==> config.mk <==
export PLATFORM = sky130hd
export DESIGN_NAME = alu_issue_stage_flat
export DESIGN_NICKNAME = d
export VERILOG_FILES = /design/src/rtl/alu_issue_if.sv /design/src/rtl/alu_issue_stage.sv /design/src/flat_wrapper.sv
export SDC_FILE = /design/constraint.sdc
export NUM_CORES = 1
export LEC_CHECK = 0
export CORE_UTILIZATION = 38
export DETAILED_ROUTE_END_ITERATION = 6
export GPL_TIMING_DRIVEN = 0
export PLACE_DENSITY = 0.77
export SLEW_MARGIN = 40
export SYNTH_ARGS = -nofsm -noshare
export SYNTH_HDL_FRONTEND = slang
export SYNTH_SLANG_ARGS = --single-unit
==> constraint.sdc <==
create_clock -name clk -period 1.4 [get_ports clk]
set_input_delay 0.28 -clock clk [delete_from_list [all_inputs] [get_ports clk]]
set_output_delay 0.28 -clock clk [all_outputs]
set_load 0.05 [all_outputs]
==> src/rtl/alu_issue_if.sv <==
// Handshake/data bundle between the ID/EX issue stage, its upstream decode
// source and the downstream EX-stage ALU.
// Optional: ALU_ISSUE_ILLEGAL_TRAP_EN adds the out_illegal flag.
interface alu_issue_if #(
    parameter int XLEN = 32
);
    logic            in_valid;
    logic            in_ready;
    logic [31:0]     in_insn;
    logic [XLEN-1:0] in_rs1_data;
    logic [XLEN-1:0] in_rs2_data;
    logic            flush;
    logic            out_valid;
    logic            out_ready;
    logic [3:0]      out_op;
    logic [XLEN-1:0] out_oprd1;
    logic [XLEN-1:0] out_oprd2;
    logic            out_is_branch;
    logic            out_branch_inv;
`ifdef ALU_ISSUE_ILLEGAL_TRAP_EN
    logic            out_illegal;
`endif

    // Driver side: upstream instruction source plus the EX consumer.
    modport master (
        output in_valid, in_insn, in_rs1_data, in_rs2_data, flush, out_ready,
        input  in_ready, out_valid, out_op, out_oprd1, out_oprd2,
               out_is_branch, out_branch_inv
`ifdef ALU_ISSUE_ILLEGAL_TRAP_EN
             , out_illegal
`endif
    );

    // Stage side.
    modport slave (
        input  in_valid, in_insn, in_rs1_data, in_rs2_data, flush, out_ready,
        output in_ready, out_valid, out_op, out_oprd1, out_oprd2,
               out_is_branch, out_branch_inv
`ifdef ALU_ISSUE_ILLEGAL_TRAP_EN
             , out_illegal
`endif
    );
endinterface

==> src/rtl/alu_issue_stage.sv <==
// ID/EX issue stage: decodes a RISC-V instruction into a 4-bit ALU op,
// selects the operands and holds them in a single-entry valid/ready register.
// Optional: define ALU_ISSUE_ILLEGAL_TRAP_EN to issue illegal instructions
// flagged with out_illegal; otherwise they are consumed and dropped.
module alu_issue_stage #(
    parameter int         XLEN     = 32,
    parameter logic [3:0] RESET_OP = 4'b0000
) (
    input logic        clk,
    input logic        rst_n,
    alu_issue_if.slave bus
);
    localparam logic [6:0] OPC_R  = 7'b0110011;
    localparam logic [6:0] OPC_I  = 7'b0010011;
    localparam logic [6:0] OPC_LD = 7'b0000011;
    localparam logic [6:0] OPC_ST = 7'b0100011;
    localparam logic [6:0] OPC_BR = 7'b1100011;

    localparam logic [3:0] OP_AND = 4'b0000;
    localparam logic [3:0] OP_OR  = 4'b0001;
    localparam logic [3:0] OP_ADD = 4'b0010;
    localparam logic [3:0] OP_SUB = 4'b0110;
    localparam logic [3:0] OP_SLT = 4'b0111;
    localparam logic [3:0] OP_XOR = 4'b1000;

    // Shared R/I funct3 map; returns {legal, op}.
    function automatic logic [4:0] arith_op(input logic [2:0] f3);
        case (f3)
            3'b000:  arith_op = {1'b1, OP_ADD};
            3'b010:  arith_op = {1'b1, OP_SLT};
            3'b100:  arith_op = {1'b1, OP_XOR};
            3'b110:  arith_op = {1'b1, OP_OR};
            3'b111:  arith_op = {1'b1, OP_AND};
            default: arith_op = {1'b0, RESET_OP};
        endcase
    endfunction

    logic [31:0]       insn;
    logic [6:0]        opcode;
    logic [2:0]        funct3;
    logic [6:0]        funct7;
    logic signed [11:0] imm_i;
    logic signed [11:0] imm_s;
    logic              unused_rs_fields;

    assign insn             = bus.in_insn;
    assign opcode           = insn[6:0];
    assign funct3           = insn[14:12];
    assign funct7           = insn[31:25];
    assign imm_i            = insn[31:20];
    assign imm_s            = {insn[31:25], insn[11:7]};
    assign unused_rs_fields = ^insn[24:15];

    logic            dec_legal;
    logic [3:0]      dec_op;
    logic [XLEN-1:0] dec_oprd2;
    logic            dec_br;
    logic            dec_inv;
    logic [4:0]      ar;

    // Decode the incoming word into op, operand 2 and branch flags.
    always_comb begin
        dec_legal = 1'b0;
        dec_op    = RESET_OP;
        dec_oprd2 = '0;
        dec_br    = 1'b0;
        dec_inv   = 1'b0;
        ar        = arith_op(funct3);
        case (opcode)
            OPC_R: begin
                dec_oprd2 = bus.in_rs2_data;
                dec_op    = ar[3:0];
                if (funct7 == 7'b0000000) begin
                    dec_legal = ar[4];
                end else if (funct7 == 7'b0100000 && funct3 == 3'b000) begin
                    dec_legal = 1'b1;
                    dec_op    = OP_SUB;
                end
            end
            OPC_I: begin
                dec_oprd2 = XLEN'(imm_i);
                dec_op    = ar[3:0];
                dec_legal = ar[4];
            end
            OPC_LD: begin
                dec_oprd2 = XLEN'(imm_i);
                dec_op    = OP_ADD;
                dec_legal = 1'b1;
            end
            OPC_ST: begin
                dec_oprd2 = XLEN'(imm_s);
                dec_op    = OP_ADD;
                dec_legal = 1'b1;
            end
            OPC_BR: begin
                dec_oprd2 = bus.in_rs2_data;
                dec_br    = 1'b1;
                case (funct3)
                    3'b000:  begin dec_legal = 1'b1; dec_op = OP_SUB; dec_inv = 1'b0; end
                    3'b001:  begin dec_legal = 1'b1; dec_op = OP_SUB; dec_inv = 1'b1; end
                    3'b100:  begin dec_legal = 1'b1; dec_op = OP_SLT; dec_inv = 1'b1; end
                    3'b101:  begin dec_legal = 1'b1; dec_op = OP_SLT; dec_inv = 1'b0; end
                    default: begin dec_legal = 1'b0; dec_br = 1'b0; end
                endcase
            end
            default: dec_legal = 1'b0;
        endcase
    end

    logic            valid_p1;
    logic [3:0]      op_p1;
    logic [XLEN-1:0] oprd1_p1;
    logic [XLEN-1:0] oprd2_p1;
    logic            br_p1;
    logic            inv_p1;
    logic            in_ready;
    logic            accept;
`ifdef ALU_ISSUE_ILLEGAL_TRAP_EN
    logic            illegal_p1;
`endif

    assign in_ready = !valid_p1 || bus.out_ready;
    assign accept   = bus.in_valid && in_ready && !bus.flush;

    // ---- stage boundary: ID -> EX pipeline register ----
    // Flush wins; otherwise load on accept, or empty when EX drains.
    always_ff @(posedge clk or negedge rst_n) begin
        if (!rst_n) begin
            valid_p1   <= 1'b0;
            op_p1      <= RESET_OP;
            oprd1_p1   <= '0;
            oprd2_p1   <= '0;
            br_p1      <= 1'b0;
            inv_p1     <= 1'b0;
`ifdef ALU_ISSUE_ILLEGAL_TRAP_EN
            illegal_p1 <= 1'b0;
`endif
        end else if (bus.flush) begin
            valid_p1   <= 1'b0;
            op_p1      <= RESET_OP;
`ifdef ALU_ISSUE_ILLEGAL_TRAP_EN
            illegal_p1 <= 1'b0;
`endif
        end else if (accept) begin
            if (dec_legal) begin
                valid_p1   <= 1'b1;
                op_p1      <= dec_op;
                oprd1_p1   <= bus.in_rs1_data;
                oprd2_p1   <= dec_oprd2;
                br_p1      <= dec_br;
                inv_p1     <= dec_inv;
`ifdef ALU_ISSUE_ILLEGAL_TRAP_EN
                illegal_p1 <= 1'b0;
`endif
            end else begin
`ifdef ALU_ISSUE_ILLEGAL_TRAP_EN
                valid_p1   <= 1'b1;
                op_p1      <= RESET_OP;
                oprd1_p1   <= '0;
                oprd2_p1   <= '0;
                br_p1      <= 1'b0;
                inv_p1     <= 1'b0;
                illegal_p1 <= 1'b1;
`else
                // Consumed but never issued: the slot simply goes empty.
                valid_p1   <= 1'b0;
`endif
            end
        end else if (bus.out_ready) begin
            valid_p1 <= 1'b0;
        end
    end

    assign bus.in_ready       = in_ready;
    assign bus.out_valid      = valid_p1;
    assign bus.out_op         = op_p1;
    assign bus.out_oprd1      = oprd1_p1;
    assign bus.out_oprd2      = oprd2_p1;
    assign bus.out_is_branch  = br_p1;
    assign bus.out_branch_inv = inv_p1;
`ifdef ALU_ISSUE_ILLEGAL_TRAP_EN
    assign bus.out_illegal    = illegal_p1;
`endif
endmodule

==> src/flat_wrapper.sv <==
// flat-port wrapper written by rule: the top's interface ports become plain ports
module alu_issue_stage_flat 
#(
    parameter int         XLEN     = 32,
    parameter logic [3:0] RESET_OP = 4'b0000
)
  (clk, rst_n, bus_in_valid, bus_in_insn, bus_in_rs1_data, bus_in_rs2_data, bus_flush, bus_out_ready, bus_in_ready, bus_out_valid, bus_out_op, bus_out_oprd1, bus_out_oprd2, bus_out_is_branch, bus_out_branch_inv);
  alu_issue_if #(.XLEN(XLEN)) bus_i ();
  input logic clk;
  input logic rst_n;
  input wire logic [$bits(bus_i.in_valid)-1:0] bus_in_valid;
  input wire logic [$bits(bus_i.in_insn)-1:0] bus_in_insn;
  input wire logic [$bits(bus_i.in_rs1_data)-1:0] bus_in_rs1_data;
  input wire logic [$bits(bus_i.in_rs2_data)-1:0] bus_in_rs2_data;
  input wire logic [$bits(bus_i.flush)-1:0] bus_flush;
  input wire logic [$bits(bus_i.out_ready)-1:0] bus_out_ready;
  output wire logic [$bits(bus_i.in_ready)-1:0] bus_in_ready;
  output wire logic [$bits(bus_i.out_valid)-1:0] bus_out_valid;
  output wire logic [$bits(bus_i.out_op)-1:0] bus_out_op;
  output wire logic [$bits(bus_i.out_oprd1)-1:0] bus_out_oprd1;
  output wire logic [$bits(bus_i.out_oprd2)-1:0] bus_out_oprd2;
  output wire logic [$bits(bus_i.out_is_branch)-1:0] bus_out_is_branch;
  output wire logic [$bits(bus_i.out_branch_inv)-1:0] bus_out_branch_inv;
  assign bus_i.in_valid = bus_in_valid;
  assign bus_i.in_insn = bus_in_insn;
  assign bus_i.in_rs1_data = bus_in_rs1_data;
  assign bus_i.in_rs2_data = bus_in_rs2_data;
  assign bus_i.flush = bus_flush;
  assign bus_i.out_ready = bus_out_ready;
  assign bus_in_ready = bus_i.in_ready;
  assign bus_out_valid = bus_i.out_valid;
  assign bus_out_op = bus_i.out_op;
  assign bus_out_oprd1 = bus_i.out_oprd1;
  assign bus_out_oprd2 = bus_i.out_oprd2;
  assign bus_out_is_branch = bus_i.out_is_branch;
  assign bus_out_branch_inv = bus_i.out_branch_inv;
  alu_issue_stage #(.XLEN(XLEN), .RESET_OP(RESET_OP)) u_core (.clk(clk), .rst_n(rst_n), .bus(bus_i));
endmodule
======== After elaboration in Yosys (flattened, before gate mapping) ========
Cells that the tools add are included.
W data, S select, Z words.
storage, ports and cells
  output and inout port bits .............. 72
  input port bits ......................... 101
  register bits after elaboration ......... 71
  word-level logic and storage cells ...... 59
cells by class
  bitwise gates (word level) .............. 1
  reductions and logical operators ........ 20
  eq/ne operators ......................... 12
  mux-type cells .......................... 20
operators with widths
  kind                  number
  $pmux W32 S3          1
  $pmux W5 S5           1
  $eq A7 B6 Y1 const B  3
  $mux W4               5
  $pmux W4 S4           1
  $eq A3 B3 Y1 const B  4
  $reduce_or A2 Y1      6
  $mux W1               10
  $eq A7 B2 Y1 const B  1
  $eq A7 B5 Y1 const B  1
  $eq A7 B7 Y1 const B  1
  $logic_not A7 Y1      1
  $pmux W3 S2           1
  $pmux W1 S4           1
  $reduce_bool A2 Y1    2
  $reduce_or A4 Y1      1
  $eq A3 B1 Y1 const B  1
  $eq A3 B2 Y1 const B  1
  $logic_and A1 B1 Y1   3
  $logic_not A3 Y1      1
  $reduce_and A3 Y1     1
  $reduce_bool A3 Y1    1
  $logic_not A1 Y1      2
  $reduce_and A2 Y1     1
  other kinds (2)       2

======== Longest topological paths before layout ========
  depth after elaboration ................. 8
  gate-level depth with buffers ........... 9
  depth with buffers taken out ............ 5

======== Worst setup path after synthesis ========
No wires, ideal clock.
  path kind ............................... reg2reg
  start ................................... reg u_core.valid_p1 (netlist: u_core.bus.out_valid)
  end ..................................... reg u_core.oprd1_p1[0] (netlist: u_core.bus.out_oprd1[0])
  cell stages (with the launch flop) ...... 7
  required time ........................... 1.275 ns
  slack ................................... -0.801 ns
  arrival ................................. 2.075 ns
  cells stage by stage .................... dfrtp_1 -> nand2b_1 -> nand2b_1 -> nor3_4 -> buf_6 -> buf_6 -> mux2_4
between the ends
  longest elaborated chain between the ends .. 5
RTL lines
  item                              RTL line                text
  from (decl)                       alu_issue_stage.sv:110  logic valid_p1;
  from (signal assigned)            alu_issue_stage.sv:129  valid_p1 <= 1'b0;
  from (signal assigned)            alu_issue_stage.sv:139  valid_p1 <= 1'b0;
  from (signal assigned)            alu_issue_stage.sv:146  valid_p1 <= 1'b1;
  $logic_not A1 Y1                  alu_issue_stage.sv:122  assign in_ready = !valid_p1 || bus.out_ready;
  $logic_or A1 B1 Y1                alu_issue_stage.sv:122
  net bus_in_ready                  flat_wrapper.sv:17      output wire logic [$bits(bus_i.in_ready)-1:0] bus_in_ready;
  $logic_and A1 B1 Y1 (2 in a row)  alu_issue_stage.sv:123  assign accept = bus.in_valid && in_ready && !bus.flush;
  $reduce_and A3 Y1 (no line)       -
  to (signal assigned)              alu_issue_stage.sv:148  oprd1_p1 <= bus.in_rs1_data;
  to (decl)                         alu_issue_stage.sv:112  logic [XLEN-1:0] oprd1_p1;
The timed path passes the listed nets, and every way through them passes these cells.
A chain may end at the register's enable or synchronous reset.

======== Final worst setup path ========
  start ................................... in bus_in_insn[29]
  end ..................................... reg u_core.oprd1_p1[3] (netlist: u_core.bus.out_oprd1[3])
between the ends
  longest elaborated chain between the ends .. 6
RTL lines
  item                             RTL line               text
  from (decl)                      flat_wrapper.sv:12     input wire logic [$bits(bus_i.in_insn)-1:0] bus_in_insn;
  $eq A7 B6 Y1                     alu_issue_stage.sv:75  end else if (funct7 == 7'b0100000 && funct3 == 3'b000) begin
  $logic_and A1 B1 Y1              alu_issue_stage.sv:75
  $mux W1                          alu_issue_stage.sv:75
  $mux W1 (*)                      alu_issue_stage.sv:73  if (funct7 == 7'b0000000) begin
  $pmux W1 S4 (*)                  alu_issue_stage.sv:69  case (opcode)
  $reduce_and A3 Y1 (no line) (*)  -
Mark *: on every way between the ends. The rest lies on a longest branch, timed or not.

==> summary.txt <==
Global routing
  – Vias in the first global route: 3,710
  – Tot GR Track Use: 0.2275
  – Pin count of the biggest net entering global routing: 54
  – First-pass GRT wire length: 18,350 um
  – Initial antenna violation count: 0
  – Global route overflow: 0

Final layout
  – Layout cells sized above 1: 0.4000
  – Area growth, synth to finish: 58.74%
  – Diode count: 0
  – Fillcell total: 837
  – Nets: 631
  – Commonest non-fill, non-tap cell in the layout: clkdlybuf4s50_1
  – Commonest cells after routing, fill and taps aside: 75 x clkdlybuf4s50_1, 70 x dfrtp_1, 56 x a21oi_1
  – Final cell count without fillers: 668

Placement
  – Placer Congestion: approximately 0.8
  – Placement Setup Slack: -1296 ps
  – Post-DP HPWL: a little over 8000 um
  – Number of port buffers: about 160
  – Placed cells: approximately 630

Detailed routing
  – Initial DRC count: 149
  – DRC: 0
  – Routed len/inst: 17.47 um
  – Wirelength, routed: 11,670 um
  – Via count: 3,471
  – Vias per Instance: just over 5
  – Antenna Nets Post-Route: 0
  – Drt pass-1 iters: 5

Power and ir drop
  – NetSw: approximately 2.4 mW
  – Sw Ratio: 0.3661
  – Cell-internal power: 4.164 mW
  – Total power draw: approximately 6.6 mW
  – PD cells: approximately 1100 nW/um2
  – Share of power burned in registers: 0.368
  – Clock power share: 0.295
  – Leakage: between 2 and 3 nW
  – Peak VDD IR: 0.5841 mV
  – Combinational share of power: 0.337

STA
  – Worst-Margin Slew: 475.3 ps
  – Fin Setup TNS: -17,620 ps
  – Slew Limit Fails: 0
  – Final hold vios: 0
  – Clk_skew: 11.63 ps
  – Post-route minimum period: 1711 ps
  – PnR worst setup slack: -310.5 ps
  – FMAX: between 500 and 600 MHz
  – Fin crit share: 1.222
  – Unrepaired setup endpoints after global routing: yes
  – Final setup viols: 66
  – Slew margin rel.: 0.6831

Yosys
  – Yosys cell types: 37
  – Share of synthesized flip-flops with an asynchronous set or reset: 1.000
  – Synth top area share: 0.4665
  – Mapped Nets: approximately 440
  – Register bit total from synthesis: 71
  – Mean Syn Cell Area: 11.40 um2
  – Synth Flop Type: dfrtp_1
  – Largest cells by area after synthesis: dfrtp_1 47%, mux2_4 13%, mux2_2 8.0%
  – Yosys warning count: 0
  – Cell Area, Synth: 3809 um2
  – Cells after Synth: 334
  – Post-synth top area cell: dfrtp_1
  – Number of synthesized flops with an enable pin: 0
  – Seq/Total Area, Yosys: 0.4665

Worst setup path
  – Reg-to-Reg End: u_core.bus.out_oprd1[3]$_DFFE_PN0P_
  – WP buf/inv: 4
  – R2r worst-path depth: 7
  – Reg2reg setup slack: -240 ps
  – WP data required: 1640 ps
  – Critical path endpoint category: flop
  – Worst r2r src: u_core.bus.out_valid$_DFFE_PN0P_
  – Crit path launch type: input port
  – CP cell instances: buf_8 > nor4_4 > and3_4 > a221oi_4 > nor3_4 > buf_8 > buf_12 > buf_12 > mux2_4
  – Arrival time at the worst endpoint: 1950 ps
  – Slowest CP cell: nor3_4
  – Crit-path leading delay family: simple AND/OR/NAND/NOR gates
  – Setup Crit Path Kind: input port to flop
  – Max incr delay on CP: between 200 and 300 ps
  – CP Max Fanout: 6

Flow run
  – Maxcap violations: 0

Clock tree
  – Sink Count: 71
  – Clock transition at path regs: 90 ps
  – Clk root buf: clkbuf_8
  – Clk buf depth: 2
  – Total CTS buffers: 9
  – H-tree Lvls: 3
  – Clk_lat worst skew: 360 ps
  – CTS tree: done

Floorplan
  – Die X-Extent: 102.1 um
  – I/O pin total: 173
  – Area of the core: just under 10,000 um2
  – Die Span Y: 102.1 um
  – Die Area: 10,430 um2
  – Rows: 36
  – Initial Util: 0.3915

Outcome
  – Violations in the final reports: setup timing
  – Status: complete, but fails checks

Min path
  – Worst hold path class: input port to async pin
## metal layers
metal / track usage / share of wire / vias to the layer above / wire, um
li1: - / - / 1632 / -
met1: 0.2808 / 0.42 / 1721 / 4947
met2: 0.3955 / 0.51 / 100 / 5942
met3: 0.05198 / 0.049 / 18 / 577
met4: 0.06923 / 0.017 / 0 / 201
met5: 0 / 0 / - / 0
## stage by stage
| step | utilization | cell area [um2] | hold slack [ps] |
|---|---|---|---|
| 5_1_grt | 0.6214 | 6046 | 344.9 |
| 2_1_floorplan | - | 3852 | -15.59 |
| 4_1_cts | 0.6456 | 6281 | 323.9 |
| 3_3_place_gp | 0.5808 | 5650 | 488.6 |
| 6_report | 0.6214 | 6046 | 324.4 |
| 3_5_place_dp | 0.5837 | 5679 | 131.8 |
## state kept, by name (all words and copies together), names as in the netlist
register	count
u_core.bus.out_op	4
u_core.bus.out_oprd1	32
u_core.bus.out_oprd2	32
u_core.bus.out_branch_inv	1
u_core.bus.out_is_branch	1
u_core.bus.out_valid	1
## power groups by stage
stage	registers (mW)	clock network (mW)	logic [mW]
after floorplan	3.28	0	0.552
after global placement	2.44	0	2.28
after detailed placement	2.45	0	2.33
after CTS	2.43	1.95	2.30
after global routing	2.45	2.03	2.32
final	2.42	1.94	2.21
## how the worst max path moves through the flow
stage / depth (start not counted) / startpoint / end
after global routing: 9 / bus_in_insn[29] / u_core.bus.out_oprd1[3]$_DFFE_PN0P_
after floorplan: 9 / bus_in_insn[4] / u_core.bus.out_oprd1[0]$_DFFE_PN0P_
after CTS: 7 / u_core.bus.out_valid$_DFFE_PN0P_ / u_core.bus.out_oprd1[3]$_DFFE_PN0P_
after detailed placement: 9 / bus_in_insn[5] / u_core.bus.out_oprd1[10]$_DFFE_PN0P_
final: 9 / bus_in_insn[29] / u_core.bus.out_oprd1[3]$_DFFE_PN0P_
after global placement: 1 / rst_n / u_core.bus.out_valid$_DFFE_PN0P_
## synth_stat cells, drive strengths merged, types with 2 or more instances
cell type   n
a221oi      6
nand2       8
a2bb2oi     6
nor2b      19
clkbuf     17
dfrtp      71
nor2        7
o21ai       9
a21oi      57
mux2       61
buf        14
mux2i       6
nand3       2
nor3        3
nand4       2
o22ai      28
and2        2
and3        2
nand2b      4
## cell type report
class / count / area, um2 / share of cell area
plain buffers: 28 / 202.7 / 0.03353
clock buffers: 9 / 123.9 / 0.02049
clock inverters: 7 / 102.6 / 0.01697
inverters: 1 / 3.754 / 0.0006209
multi-input cells: 231 / 1964 / 0.3249
flip-flops and latches: 71 / 1778 / 0.2941
well taps: 133 / 166.4 / 0.02752
repair buffers: 188 / 1704 / 0.2819
## cell families (layout without fill, tap and decap cells)
family	after synthesis	in the layout	share of synthesized area
compound gates	111	111	0.1751
flops	71	71	0.4665
mux	67	67	0.2296
simple gates	52	52	0.07983
buf+inv	32	233	0.04665
xor+xnor	1	1	0.002300
## what timing repair did
action / CTS / global route
hold buffers: 1 / 0
pin swaps: 10 / 6
endpoints found under the setup margin: 143 / 118
buffers inserted: 19 / 2
gates cloned: 2 / 1
hold endpoints to repair: 18 / 0
gates resized for setup: 293 / 104
(Power assumes the default switching activity.)
==> variant 1, RTL diff (same flow settings) <==
Reset style: synchronous (`rst_n`), changed in one clocked block.
--- a/src/rtl/alu_issue_stage.sv
+++ b/src/rtl/alu_issue_stage.sv
@@ -124,7 +124,7 @@
 
     // ---- stage boundary: ID -> EX pipeline register ----
     // Flush wins; otherwise load on accept, or empty when EX drains.
-    always_ff @(posedge clk or negedge rst_n) begin
+    always_ff @(posedge clk) begin
         if (!rst_n) begin
             valid_p1   <= 1'b0;
             op_p1      <= RESET_OP;
Check against the original RTL: differs if rst_n is asserted again (counterexample within 4 cycles, from zero or initial values and one cycle with rst_n low); with rst_n held inactive, the same outputs for 4 cycles.
==> variant 1 against the original RTL <==
The run still ends with negative setup slack left. Setup slack worse by 0.097 ns. Critical path type unchanged. Non-clock buffer count is 3 higher. Critical endpoint is now u_core.bus.out_oprd1[27]. Wire length is 4.7% lower. Area after synthesis is 15% lower. Largest cell class is now non-clock buffers. Design area is 4.1% lower. Sequential cell count stayed put. Sequential share of layout area is 4.9 points lower.
Power is not compared: it rests on default switching activity, and its combinational part moved more than twofold at a synthesized area within 25%.
==> variant 1: results (changes against the original RTL) <==
| Metric | Value |
|---|---|
| Status | finished, violations left |
| Failing checks | negative setup slack |
| CTS resizes | 321 (+9.6%) |
| Hpwl dp | 7680 um (-6.5%) |
| Reg clk slew, reported paths | 0.07 ns (-0.02 ns) |
| Met3 usage | 5.58% (+0.38 points) |
| Final setup margin | -0.407 ns (-0.0969 ns) |
| Final period demand of the worst path | 1.81 ns (+0.0969 ns) |
| Largest net degree at the start of global routing | 12 (-78%) |
| Routed WL | 11100 um (-4.7%) |
| I/O Buffers | 166 (+1.8%) |
| Setup Buffers After CTS | 14 (-5) |
| Clock insertion delay at the later pin of the skew report | 0.34 ns (-0.02 ns) |
| Synth async-reset ratio | 0% (-100 points) |
| Placed Area | 0.00509 mm^2 (-10%) |
| Sequential element share of the synthesized area | 44.0% (-2.7 points) |
| Setup Skew | 0.00666 ns (-0.00498 ns) |
| Main area contributors after synthesis | dfxtp_1 (44%), nand2_1 (16%), mux2i_1 (15%) |
| R2R Path Start | u_core.bus.out_valid |
| Vias per cell | 5.13 (-1.2%) |
| Synth top cells by count | nand2_1 (139), dfxtp_1 (71), mux2i_1 (49), a32oi_1 (21), clkbuf_1 (16) |
| Final setup fails | 71 (+7.6%) |
| Syn avg cell area | 8.83 um^2 (-23%) |
| Nets | 666 (+5.5%) |
| Initial DRT Pass Iterations | 4 (-1) |
| Vias in the first global route | 3491 (-5.9%) |
| HP Class | in -> reg |
| Routed len/inst | 16.5 um (-5.4%) |
| CP Data Arrival Time | 2.07 ns (+0.12 ns) |
| Share of layout cells above drive strength 1 | 28.3% (-12 points) |
## variant 1: kinds of logic after synthesis
family	after synthesis	share of synthesized area, %
compound gates	48	13.2
xor+xnor	2	0.542
buf+inv	32	5.46
flops	71	44.0
mux	49	15.2
simple gates	164	21.6
## variant 1: critical path: stages
cell,delay (ns)
dlygate4sd2_1,0.25
nor2_1,0.14
nand2_2,0.09
buf_6,0.13
nor4_4,0.29
buf_4,0.15
o31a_1,0.13
buf_6,0.16
buf_12,0.13
clkbuf_16,0.14
mux2i_1,0.17
## variant 1: power by group through the flow
stage                     registers [uW]  logic (uW)  clock network, uW
after global placement              2070         441                  0
after global routing                2020         495               1820
final                               2020         462               1720
after CTS                           2020         457               1730
after detailed placement            2070         447                  0
after floorplan                     2070         124                  0
## variant 1: worst max-delay path by stage
stage | start | endpoint | slack (ns)
2_1_floorplan | bus_in_insn[27] | u_core.bus.out_op[3] | -0.31
3_3_place_gp | bus_in_insn[2] | u_core.bus.out_oprd2[13] | -1.03
3_5_place_dp | bus_in_insn[2] | u_core.bus.out_oprd2[28] | -1.08
4_1_cts | bus_in_insn[31] | u_core.bus.out_oprd1[24] | -0.36
5_1_grt | bus_in_insn[28] | u_core.bus.out_oprd1[23] | -0.53
6_report | bus_in_insn[26] | u_core.bus.out_oprd1[27] | -0.41
## variant 1: cell type report
cell class              count  area [um^2]
fillers                   630         2420
clock buffers               9          124
multi-input cells         263         1760
inverters                   1         3.75
flip-flops and latches     71         1420
plain buffers              31          268
repair buffers            188         2010
clock inverters             5         75.1
well taps                 105          131
## variant 1: layer usage
metal	share of wire [%]	wire length (um)
met1	42	4620
met2	50	5550
met3	6.2	695
met4	2.3	251
met5	0	0
==> variant 2, RTL diff (same settings) <==
Made on the original files. `XLEN` is set to 32 in 3 places; all go to 64.
--- a/src/rtl/alu_issue_if.sv
+++ b/src/rtl/alu_issue_if.sv
@@ -2,7 +2,7 @@
 // source and the downstream EX-stage ALU.
 // Optional: ALU_ISSUE_ILLEGAL_TRAP_EN adds the out_illegal flag.
 interface alu_issue_if #(
-    parameter int XLEN = 32
+    parameter int XLEN = 64
 );
     logic            in_valid;
     logic            in_ready;
--- a/src/rtl/alu_issue_stage.sv
+++ b/src/rtl/alu_issue_stage.sv
@@ -3,7 +3,7 @@
 // Optional: define ALU_ISSUE_ILLEGAL_TRAP_EN to issue illegal instructions
 // flagged with out_illegal; otherwise they are consumed and dropped.
 module alu_issue_stage #(
-    parameter int         XLEN     = 32,
+    parameter int         XLEN     = 64,
     parameter logic [3:0] RESET_OP = 4'b0000
 ) (
     input logic        clk,
--- a/src/flat_wrapper.sv
+++ b/src/flat_wrapper.sv
@@ -1,7 +1,7 @@
 // flat-port wrapper written by rule: the top's interface ports become plain ports
 module alu_issue_stage_flat 
 #(
-    parameter int         XLEN     = 32,
+    parameter int         XLEN     = 64,
     parameter logic [3:0] RESET_OP = 4'b0000
 )
   (clk, rst_n, bus_in_valid, bus_in_insn, bus_in_rs1_data, bus_in_rs2_data, bus_flush, bus_out_ready, bus_in_ready, bus_out_valid, bus_out_op, bus_out_oprd1, bus_out_oprd2, bus_out_is_branch, bus_out_branch_inv);
Interface: changed (resized bus_in_rs1_data, bus_in_rs2_data, bus_out_oprd1 and bus_out_oprd2); port bits go from 173 to 301. No check against the original RTL was run, so the function may have changed too.
==> variant 2 against the original RTL <==
The flow still finishes with violations (negative setup slack). First-iteration DRC count increased by 72%. Critical path depth unchanged. Design area increased by 74%. Register-to-register slack worse by 0.12 ns. Setup slack got worse by 0.27 ns. Global-route usage is 3.0 points higher. Wire length grew 79%. Area after synthesis is 56% higher. Core utilization rose by 6.9 points. Sequential cell count up 64. Power is 120% higher. Critical endpoint is now u_core.bus.out_oprd1[50]. Largest cell class is now sequential cells.
==> variant 2: results (changes against the original RTL) <==
| Metric | Value |
|---|---|
| Nets | 1040 (+65%) |
| Routability cong. | 0.847 (+5.2%) |
| Top_reg_cell synth | dfrtp_1 |
| Largest net degree at the start of global routing | 75 (+39%) |
| Leak | 0.00487 uW (+79%) |
| First-iteration detailed-routing DRC count | 256 (+72%) |
| Synth top cells by count | a21oi_1 (191), dfrtp_1 (135), mux2_1 (37), mux2_2 (35), clkbuf_1 (30) |
| H-tree depth | 4 (+1) |
| Distinct cells, synth | 35 (-5.4%) |
| Routed WL | 20900 um (+79%) |
| Max IR drop VDD | 928 uV (+59%) |
| Crit path max fanout | 7 (+1) |
| Syn nets | 692 (+59%) |
| Setup Skew | 0.00618 ns (-0.00545 ns) |
| Vias in the first global route | 6003 (+62%) |
| Num CTS Buffers | 17 (+8) |
| Status | finished, violations left |
| Sequential element share of the synthesized area | 57.0% (+10 points) |
| Main area contributors after synthesis | dfrtp_1 (57%), a21oi_1 (16%), mux2_1 (7.0%) |
| Clock insertion delay at the later pin of the skew report | 0.42 ns (+0.06 ns) |
| Antenna violations before repair | 1 (+1) |
| Hpwl dp | 14100 um (+71%) |
| First-pass GRT wire length | 31700 um (+73%) |
| Total GRT Usage | 25.7% (+3.0 points) |
| Final setup margin | -0.584 ns (-0.273 ns) |
| Slew @ Worst Pin | 0.487 ns (+0.0119 ns) |
| CP Data Arrival Time | 2.29 ns (+0.34 ns) |
| HP Class | in -> reg |
| Final setup fails | 135 (+100%) |
| Area leader, netlist | dfrtp_1 |
| Failing checks | negative setup slack |
| Reg clk slew, reported paths | 0.06 ns (-0.03 ns) |
| Max_cap viols | 0 (unchanged) |
| Vias per cell | 5.29 (+1.8%) |
| I/O Buffers | 294 (+80%) |
| Share of layout cells above drive strength 1 | 44.6% (+4.6 points) |
| Synth top area share | 57.0% (+10 points) |
| CTS root buffer | clkbuf_16 |
## variant 2: logic make-up after synthesis
logic type / count (synthesis) / synth area share (%)
compound gates: 214 / 18.8
xor+xnor: 1 / 0.148
buf+inv: 47 / 4.03
flops: 135 / 57.0
mux: 77 / 14.5
simple gates: 53 / 5.49
## variant 2: worst max-delay path: stages
cell and delay (ns):
buf_8 0.09, or4_4 0.53, nor3_4 0.20, a311oi_4 0.14, nor3_2 0.25, buf_6 0.16, buf_12 0.15, clkbuf_16 0.16
mux2_4 0.30
## variant 2: layer usage
layer | global-route usage (%) | vias to the layer above | share of wire, %
met2 | 45.1 | 248 | 51
li1 | - | 2609 | -
met3 | 7.47 | 43 | 6.8
met5 | 0 | - | 0
met4 | 12.0 | 0 | 3.0
met1 | 28.9 | 2795 | 39
## variant 2: what timing repair did
item,CTS,global route
hold buffers,1,0
resized for setup,854,69
pin swaps,4,7
setup endpoints to repair,271,138
gates cloned,9,4
hold endpoints to repair,61,0
setup buffers,19,6
## variant 2: worst paths after layout
path / cells past startpoint / slack [ns] / to / startpoint
hold / removal: 5 / 0.31 / u_core.bus.out_op[3] / bus_in_insn[4]
setup / recovery: 9 / -0.58 / u_core.bus.out_oprd1[50] / bus_in_insn[25]
hold reg to reg: 1 / 0.48 / u_core.bus.out_oprd1[40] / u_core.bus.out_oprd1[40]
setup reg to reg: 7 / -0.36 / u_core.bus.out_oprd1[50] / u_core.bus.out_valid
min in group asynchronous: 2 / 0.37 / u_core.bus.out_oprd1[43] / rst_n
max in group asynchronous: 3 / 0.28 / u_core.bus.out_valid / rst_n
## variant 2: metrics by stage
| step | setup slack, ns | area, um^2 | TNS [ns] | hold slack (ns) | std cells |
|---|---|---|---|---|---|
| 5_1_grt | -0.626 | 10500 | -75.34 | 0.311 | 1077 |
| 4_1_cts | -0.612 | 10200 | -69.70 | 0.281 | 1069 |
| 3_5_place_dp | -1.51 | 9320 | -193.26 | 0.244 | 1010 |
| 3_3_place_gp | -5.51 | 9280 | -869.48 | 0.466 | 1009 |
| 2_1_floorplan | -0.713 | 6100 | -84.23 | -0.0156 | 527 |
| 6_report | -0.584 | 10500 | -69.14 | 0.312 | 1077 |
## variant 2: final cells by class
type	count	area, um^2
clock buffer	18	429
timing repair buffer	333	2940
clock inverter	14	198
tap	188	235
multi-input combinational	345	2910
fill	1101	4710
sequential	135	3380
antenna	1	2.50
buffer	43	404
## variant 2: where the power goes
| group | switching (uW) | leakage (uW) | total, uW | internal [uW] |
|---|---|---|---|---|
| Sequential | 343 | 0.00178 | 4840 | 4500 |
| Combinational | 3300 | 0.00278 | 4860 | 1560 |
| Clock | 1770 | 0.000301 | 4770 | 3000 |
| Total | 5410 | 0.00487 | 14500 | 9060 |
